File: src/rtl/m2_clock_generator_if.sv
// rtl/m2_clock_generator_if.sv - control and status bundle for the M2 clock generator
interface m2_clock_generator_if #(
  parameter int COUNT_WIDTH = 16
);
  logic                   enable;
  logic                   hold_low;
  logic                   clear_count;
  logic                   m2;
  logic                   m2_rise;
  logic                   m2_fall;
  logic [COUNT_WIDTH-1:0] cycle_count;
  logic                   running;

  modport master (
    output enable, hold_low, clear_count,
    input  m2, m2_rise, m2_fall, cycle_count, running
  );

  modport slave (
    input  enable, hold_low, clear_count,
    output m2, m2_rise, m2_fall, cycle_count, running
  );
endinterface

File: src/rtl/m2_clock_generator.sv
// rtl/m2_clock_generator.sv - Famicom M2 clock generator with glitch-free start/stop and low-phase hold
module m2_clock_generator #(
  parameter int PERIOD      = 27,
  parameter int HIGH_CYCLES = 17,
  parameter int COUNT_WIDTH = 16
) (
  input logic                  master_clock,
  input logic                  reset,
  m2_clock_generator_if.slave  bus
);
  localparam int LOW_CYCLES = PERIOD - HIGH_CYCLES;
  localparam int MAX_PHASE  = (LOW_CYCLES > HIGH_CYCLES) ? LOW_CYCLES : HIGH_CYCLES;
  localparam int PW         = (MAX_PHASE > 1) ? $clog2(MAX_PHASE) : 1;
  localparam logic [PW-1:0] LOW_LAST  = PW'(LOW_CYCLES - 1);
  localparam logic [PW-1:0] HIGH_LAST = PW'(HIGH_CYCLES - 1);

  generate
    if (HIGH_CYCLES < 1 || LOW_CYCLES < 2) begin : g_bad_config
      $error("m2_clock_generator: need HIGH_CYCLES >= 1 and PERIOD - HIGH_CYCLES >= 2");
    end
  endgenerate

  typedef enum logic [1:0] {
    ST_IDLE = 2'd0,
    ST_LOW  = 2'd1,
    ST_HIGH = 2'd2
  } state_t;

  state_t                 r_state;
  logic [PW-1:0]          r_phase_cnt;
  logic                   r_m2;
  logic                   r_m2_rise;
  logic                   r_m2_fall;
  logic [COUNT_WIDTH-1:0] r_cycle_count;

  state_t                 w_state_nxt;
  logic [PW-1:0]          w_phase_nxt;
  logic                   w_m2_nxt;
  logic                   w_rise_nxt;
  logic                   w_fall_nxt;
  logic                   w_count_inc;
  logic [COUNT_WIDTH-1:0] w_count_nxt;

  always_comb begin
    w_state_nxt = r_state;
    w_phase_nxt = r_phase_cnt;
    w_m2_nxt    = r_m2;
    w_rise_nxt  = 1'b0;
    w_fall_nxt  = 1'b0;
    w_count_inc = 1'b0;
    case (r_state)
      ST_IDLE: begin
        w_phase_nxt = '0;
        w_m2_nxt    = 1'b0;
        if (bus.enable) begin
          w_state_nxt = ST_LOW;
        end
      end
      ST_LOW: begin
        w_m2_nxt = 1'b0;
        if (r_phase_cnt < LOW_LAST) begin
          w_phase_nxt = r_phase_cnt + PW'(1);
        end else if (!bus.enable) begin
          w_state_nxt = ST_IDLE;
          w_phase_nxt = '0;
        end else if (!bus.hold_low) begin
          w_state_nxt = ST_HIGH;
          w_phase_nxt = '0;
          w_m2_nxt    = 1'b1;
          w_rise_nxt  = 1'b1;
        end
      end
      // enable/hold_low deliberately ignored: a high phase is never cut short
      ST_HIGH: begin
        w_m2_nxt = 1'b1;
        if (r_phase_cnt < HIGH_LAST) begin
          w_phase_nxt = r_phase_cnt + PW'(1);
        end else begin
          w_state_nxt = ST_LOW;
          w_phase_nxt = '0;
          w_m2_nxt    = 1'b0;
          w_fall_nxt  = 1'b1;
          w_count_inc = 1'b1;
        end
      end
      default: begin
        w_state_nxt = ST_IDLE;
        w_phase_nxt = '0;
        w_m2_nxt    = 1'b0;
      end
    endcase
  end

  always_comb begin
    w_count_nxt = r_cycle_count;
    if (bus.clear_count) begin
      w_count_nxt = '0;
    end else if (w_count_inc) begin
      w_count_nxt = r_cycle_count + COUNT_WIDTH'(1);
    end
  end

  always_ff @(posedge master_clock or posedge reset) begin
    if (reset) begin
      r_state       <= ST_IDLE;
      r_phase_cnt   <= '0;
      r_m2          <= 1'b0;
      r_m2_rise     <= 1'b0;
      r_m2_fall     <= 1'b0;
      r_cycle_count <= '0;
    end else begin
      r_state       <= w_state_nxt;
      r_phase_cnt   <= w_phase_nxt;
      r_m2          <= w_m2_nxt;
      r_m2_rise     <= w_rise_nxt;
      r_m2_fall     <= w_fall_nxt;
      r_cycle_count <= w_count_nxt;
    end
  end

  assign bus.m2          = r_m2;
  assign bus.m2_rise     = r_m2_rise;
  assign bus.m2_fall     = r_m2_fall;
  assign bus.cycle_count = r_cycle_count;
  assign bus.running     = (r_state != ST_IDLE);
endmodule

File: src/flat_wrapper.sv
// flat-port wrapper written by rule: the top's interface ports become plain ports
module m2_clock_generator_flat 
#(
  parameter int PERIOD      = 27,
  parameter int HIGH_CYCLES = 17,
  parameter int COUNT_WIDTH = 16
)
  (master_clock, reset, bus_enable, bus_hold_low, bus_clear_count, bus_m2, bus_m2_rise, bus_m2_fall, bus_cycle_count, bus_running);
  m2_clock_generator_if #(.COUNT_WIDTH(COUNT_WIDTH)) bus_i ();
  input logic master_clock;
  input logic reset;
  input wire logic [$bits(bus_i.enable)-1:0] bus_enable;
  input wire logic [$bits(bus_i.hold_low)-1:0] bus_hold_low;
  input wire logic [$bits(bus_i.clear_count)-1:0] bus_clear_count;
  output wire logic [$bits(bus_i.m2)-1:0] bus_m2;
  output wire logic [$bits(bus_i.m2_rise)-1:0] bus_m2_rise;
  output wire logic [$bits(bus_i.m2_fall)-1:0] bus_m2_fall;
  output wire logic [$bits(bus_i.cycle_count)-1:0] bus_cycle_count;
  output wire logic [$bits(bus_i.running)-1:0] bus_running;
  assign bus_i.enable = bus_enable;
  assign bus_i.hold_low = bus_hold_low;
  assign bus_i.clear_count = bus_clear_count;
  assign bus_m2 = bus_i.m2;
  assign bus_m2_rise = bus_i.m2_rise;
  assign bus_m2_fall = bus_i.m2_fall;
  assign bus_cycle_count = bus_i.cycle_count;
  assign bus_running = bus_i.running;
  m2_clock_generator #(.PERIOD(PERIOD), .HIGH_CYCLES(HIGH_CYCLES), .COUNT_WIDTH(COUNT_WIDTH)) u_core (.master_clock(master_clock), .reset(reset), .bus(bus_i));
endmodule
File: config.mk
export PLATFORM = sky130hd
export DESIGN_NAME = m2_clock_generator_flat
export DESIGN_NICKNAME = d
export VERILOG_FILES = /design/src/rtl/m2_clock_generator_if.sv /design/src/rtl/m2_clock_generator.sv /design/src/flat_wrapper.sv
export SDC_FILE = /design/constraint.sdc
export NUM_CORES = 1
export LEC_CHECK = 0
export ABC_AREA = 0
export CORE_AREA = 5 5 57 59
export DETAILED_ROUTE_END_ITERATION = 8
export DIE_AREA = 0 0 62 64
export PLACE_DENSITY = 0.8
export SKIP_LAST_GASP = 1
export SYNTH_ARGS = -nofsm -noshare
export SYNTH_HDL_FRONTEND = slang
export SYNTH_SLANG_ARGS = --single-unit
File: constraint.sdc
create_clock -name master_clock -period 4.9 [get_ports master_clock]
set_clock_uncertainty 0.1 [all_clocks]
set_input_delay 0.49 -clock master_clock [delete_from_list [all_inputs] [get_ports master_clock]]
set_output_delay 0.49 -clock master_clock [all_outputs]
set_load 0.02 [all_outputs]
==> summary.md <==
| Metric | Value |
|---|---|
| Setup slack, reg-to-reg | `2590 ps` |
| Hold WC Path Type | `flop to flop` |
| CTS tree | `built` |
| Synthesized area per cell | `9.68 um2` |
| Final Cycle Share | `47.1%` |
| Most frequent cells in the layout | `26 x dfrtp_1, 24 x clkdlybuf4s50_1, 13 x nor2_1, 13 x nand2_1, 10 x inv_1` |
| Yosys cell types | `37` |
| Synth Cell Area | `1390 um2` |
| FF-to-FF Start | `u_core.r_state[0]` |
| Inserted Diodes | `0` |
| Sequential area share after synthesis | `46.7%` |
| CP arrival | `2470 ps` |
| Clock-pin transition on the worst setup and hold timing paths | `140 ps` |
| Worst setup EP type | `flop` |
| Worst reg2reg endpoint | `u_core.bus.cycle_count[15]` |
| Num CTS Buffers | `3` |
| Layout Area Growth over Synthesis | `20.8%` |
| Die X | `62 um` |
| Int Power | `300 uW` |
| Most common cell after layout, fill and taps aside | `dfrtp_1` |
| EDFF count, synth | `0` |
| Post-Syn Nets | `156` |
| Combinational share of power | `24.7%` |
| Clock root buffer | `clkbuf_4` |
| Place WS | `2570 ps` |
| FF+latch count, synth | `26` |
| Proportion of layout cells with a drive suffix above 1 | `4.17%` |
| Rows | `19` |
| Die height | `64 um` |
| Seq pwr share | `53.9%` |
| Pwr dens | `260 nW/um2` |
| Core Box Area | `2660 um2` |
| DR DRC count | `0` |
| CTS sink cnt | `26` |
| Post-CTS setup buffer count | `0` |
| Hold depth | `1` |
| Total Routed Length | `2.90 mm` |
| Worst Tran Pin Value | `990 ps` |
| Number of global-route vias before repair | `1148` |
| Sw power | `138 uW` |
| Largest net degree at the start of global routing | `27` |
| Total grt overflow | `0` |
| Initial antenna violation count | `0` |
| Starting DRT DRC Count | `62` |
| Final core occ | `63.3%` |
| Routed via count | `1129` |
| Total GRT Usage | `16.8%` |
| TritonRoute pass-1 iters | `4` |
| H-tree depth | `1` |
| Max Cap Viol | `0` |
| Syn Inst Count | `144` |
| Worst VDD drop | `0.175 mV` |
| Critical path startpoint category | `flop` |
| Port Buffers | `24` |
| Dpl hpwl | `2.18 mm` |
| Final Slew Violations | `0` |
| CP required | `5060 ps` |
| Post_cts resized | `0` |
| Setup TNS | `0 ps` |
| Clk pwr share | `21.3%` |
| Dominant synthesized flop cell | `dfrtp_1` |
| Relative slew slack | `33.9%` |
| Outcome | `finished clean` |
| Hold buffer count at cts | `0` |
| Synthesis Warnings | `0` |
| Drt via density | `5.67` |
| Placed cell count | `196` |
| FMAX | `433 MHz` |
| Hold path startpoint | `u_core.r_phase_cnt[0]` |
| Top cells by area, synth | `dfrtp_1 47%, ha_1 6.3%, nand2_1 3.5%, nor2_1 3.5%, xor2_1 3.1%` |
| First-pass GRT wire length | `5.24 mm` |
| Setup Viol. Count Final | `0` |
| Clock buffer depth | `2` |
| Final Hold Fails | `0` |
| Type of the worst setup path | `flop to flop` |
| P_leak | `0.000751 uW` |
| Clk_lat worst skew | `320 ps` |
| Share of flip-flops with an asynchronous set or reset | `100%` |
| RSZ-0062 raised after global routing | `no` |
| Critical Path Start | `u_core.r_state[0]` |
| Worst reg-to-reg path cell count | `6` |
| Area share of the largest cell type after synthesis | `46.7%` |
| Hold EP | `u_core.r_phase_cnt[0]` |
| Placer congestion estimate | `0.812` |
| Setup WS post-layout | `2590 ps` |
| Layout Nets | `182` |
| Crit-path max FO | `8` |
| Wire per inst | `14.6 um` |
| Net switching fraction of the power | `31.4%` |
| Initial Utilization | `52.3%` |
| Top Ports | `25` |
| Antenna Nets Post-Route | `0` |
| Die area | `3970 um2` |
| Cell taking the most area after synthesis | `dfrtp_1` |
| Final min period | `2310 ps` |
| Post-Layout Cell Count | `199` |
-- worst max-delay path: stages (launching register included) --
cell and delay, ps:
dfrtp_1 430, inv_1 110, ha_1 330, nand2_2 150, or4_4 600, or4_1 470, nand2_1 70
-- through the flow --
stage / total power [uW] / hold slack, ps / area, um2
floorplan: 318 / 417 / 1390
global route: 467 / 510 / 1680
global placement: 343 / 434 / 1660
CTS: 439 / 470 / 1680
detailed placement: 349 / 450 / 1660
finish: 438 / 465 / 1680
-- layout make-up --
class	count	area [um2]
Clock buffer	3	22.5
Fill cell	228	978
Inverter	10	37.5
Multi-Input combinational cell	105	694
Sequential cell	26	651
Tap cell	31	38.8
Timing Repair Buffer	24	240
-- per-layer routing --
layer  routed length [um]  GRT usage [%]  up-vias
met3                   87           2.82        2
met4                   18           5.57        0
met2                 1450           27.5       15
met1                 1340           22.1      549
li1                     -              -      563
met5                    0              0        -
-- how the worst max path moves through the flow --
| stage | end | cells after the start |
|---|---|---|
| 2_1_floorplan | u_core.bus.cycle_count[13] | 6 |
| 6_report | u_core.bus.cycle_count[15] | 6 |
| 3_5_place_dp | u_core.bus.cycle_count[9] | 5 |
| 5_1_grt | u_core.bus.cycle_count[13] | 6 |
| 3_3_place_gp | u_core.bus.cycle_count[9] | 5 |
| 4_1_cts | u_core.bus.cycle_count[13] | 6 |
-- flip-flops by register name, summed over array words and instances, names as in the netlist --
signal and cells:
u_core.bus.cycle_count 16, u_core.bus.m2 1, u_core.bus.m2_fall 1, u_core.bus.m2_rise 1
u_core.r_phase_cnt 5, u_core.r_state 2
-- power groups by stage --
stage                     Combinational (uW)  Clock, uW  Sequential (uW)
after floorplan                         79.8          0              238
after global placement                   104          0              239
after detailed placement                 108          0              241
after CTS                                109       93.8              236
after global routing                     124        104              239
final                                    108       93.4              236
-- Yosys cell counts (3+ instances only) --
library cell,instances
a21oi_1,6
inv_1,10
nor3_1,3
nand2_1,13
nor2_1,13
nand3_1,6
xnor2_1,4
dfrtp_1,26
clkbuf_1,3
nor2b_1,4
or4_1,4
nand4_1,5
ha_1,7
o21ai_0,7
xor2_1,5
-- logic make-up after synthesis --
group | Yosys count | share of synthesized area, %
flip-flops | 26 | 46.7
multiplexers | 3 | 2.24
AND/OR/NAND/NOR | 59 | 22.6
XOR/XNOR | 9 | 5.65
buffers and inverters | 13 | 3.50
AO/OA/AOI/OAI | 27 | 13.0
adder cells (fa/ha/maj) | 7 | 6.28
Note: power is estimated with default switching activity, not from simulation.
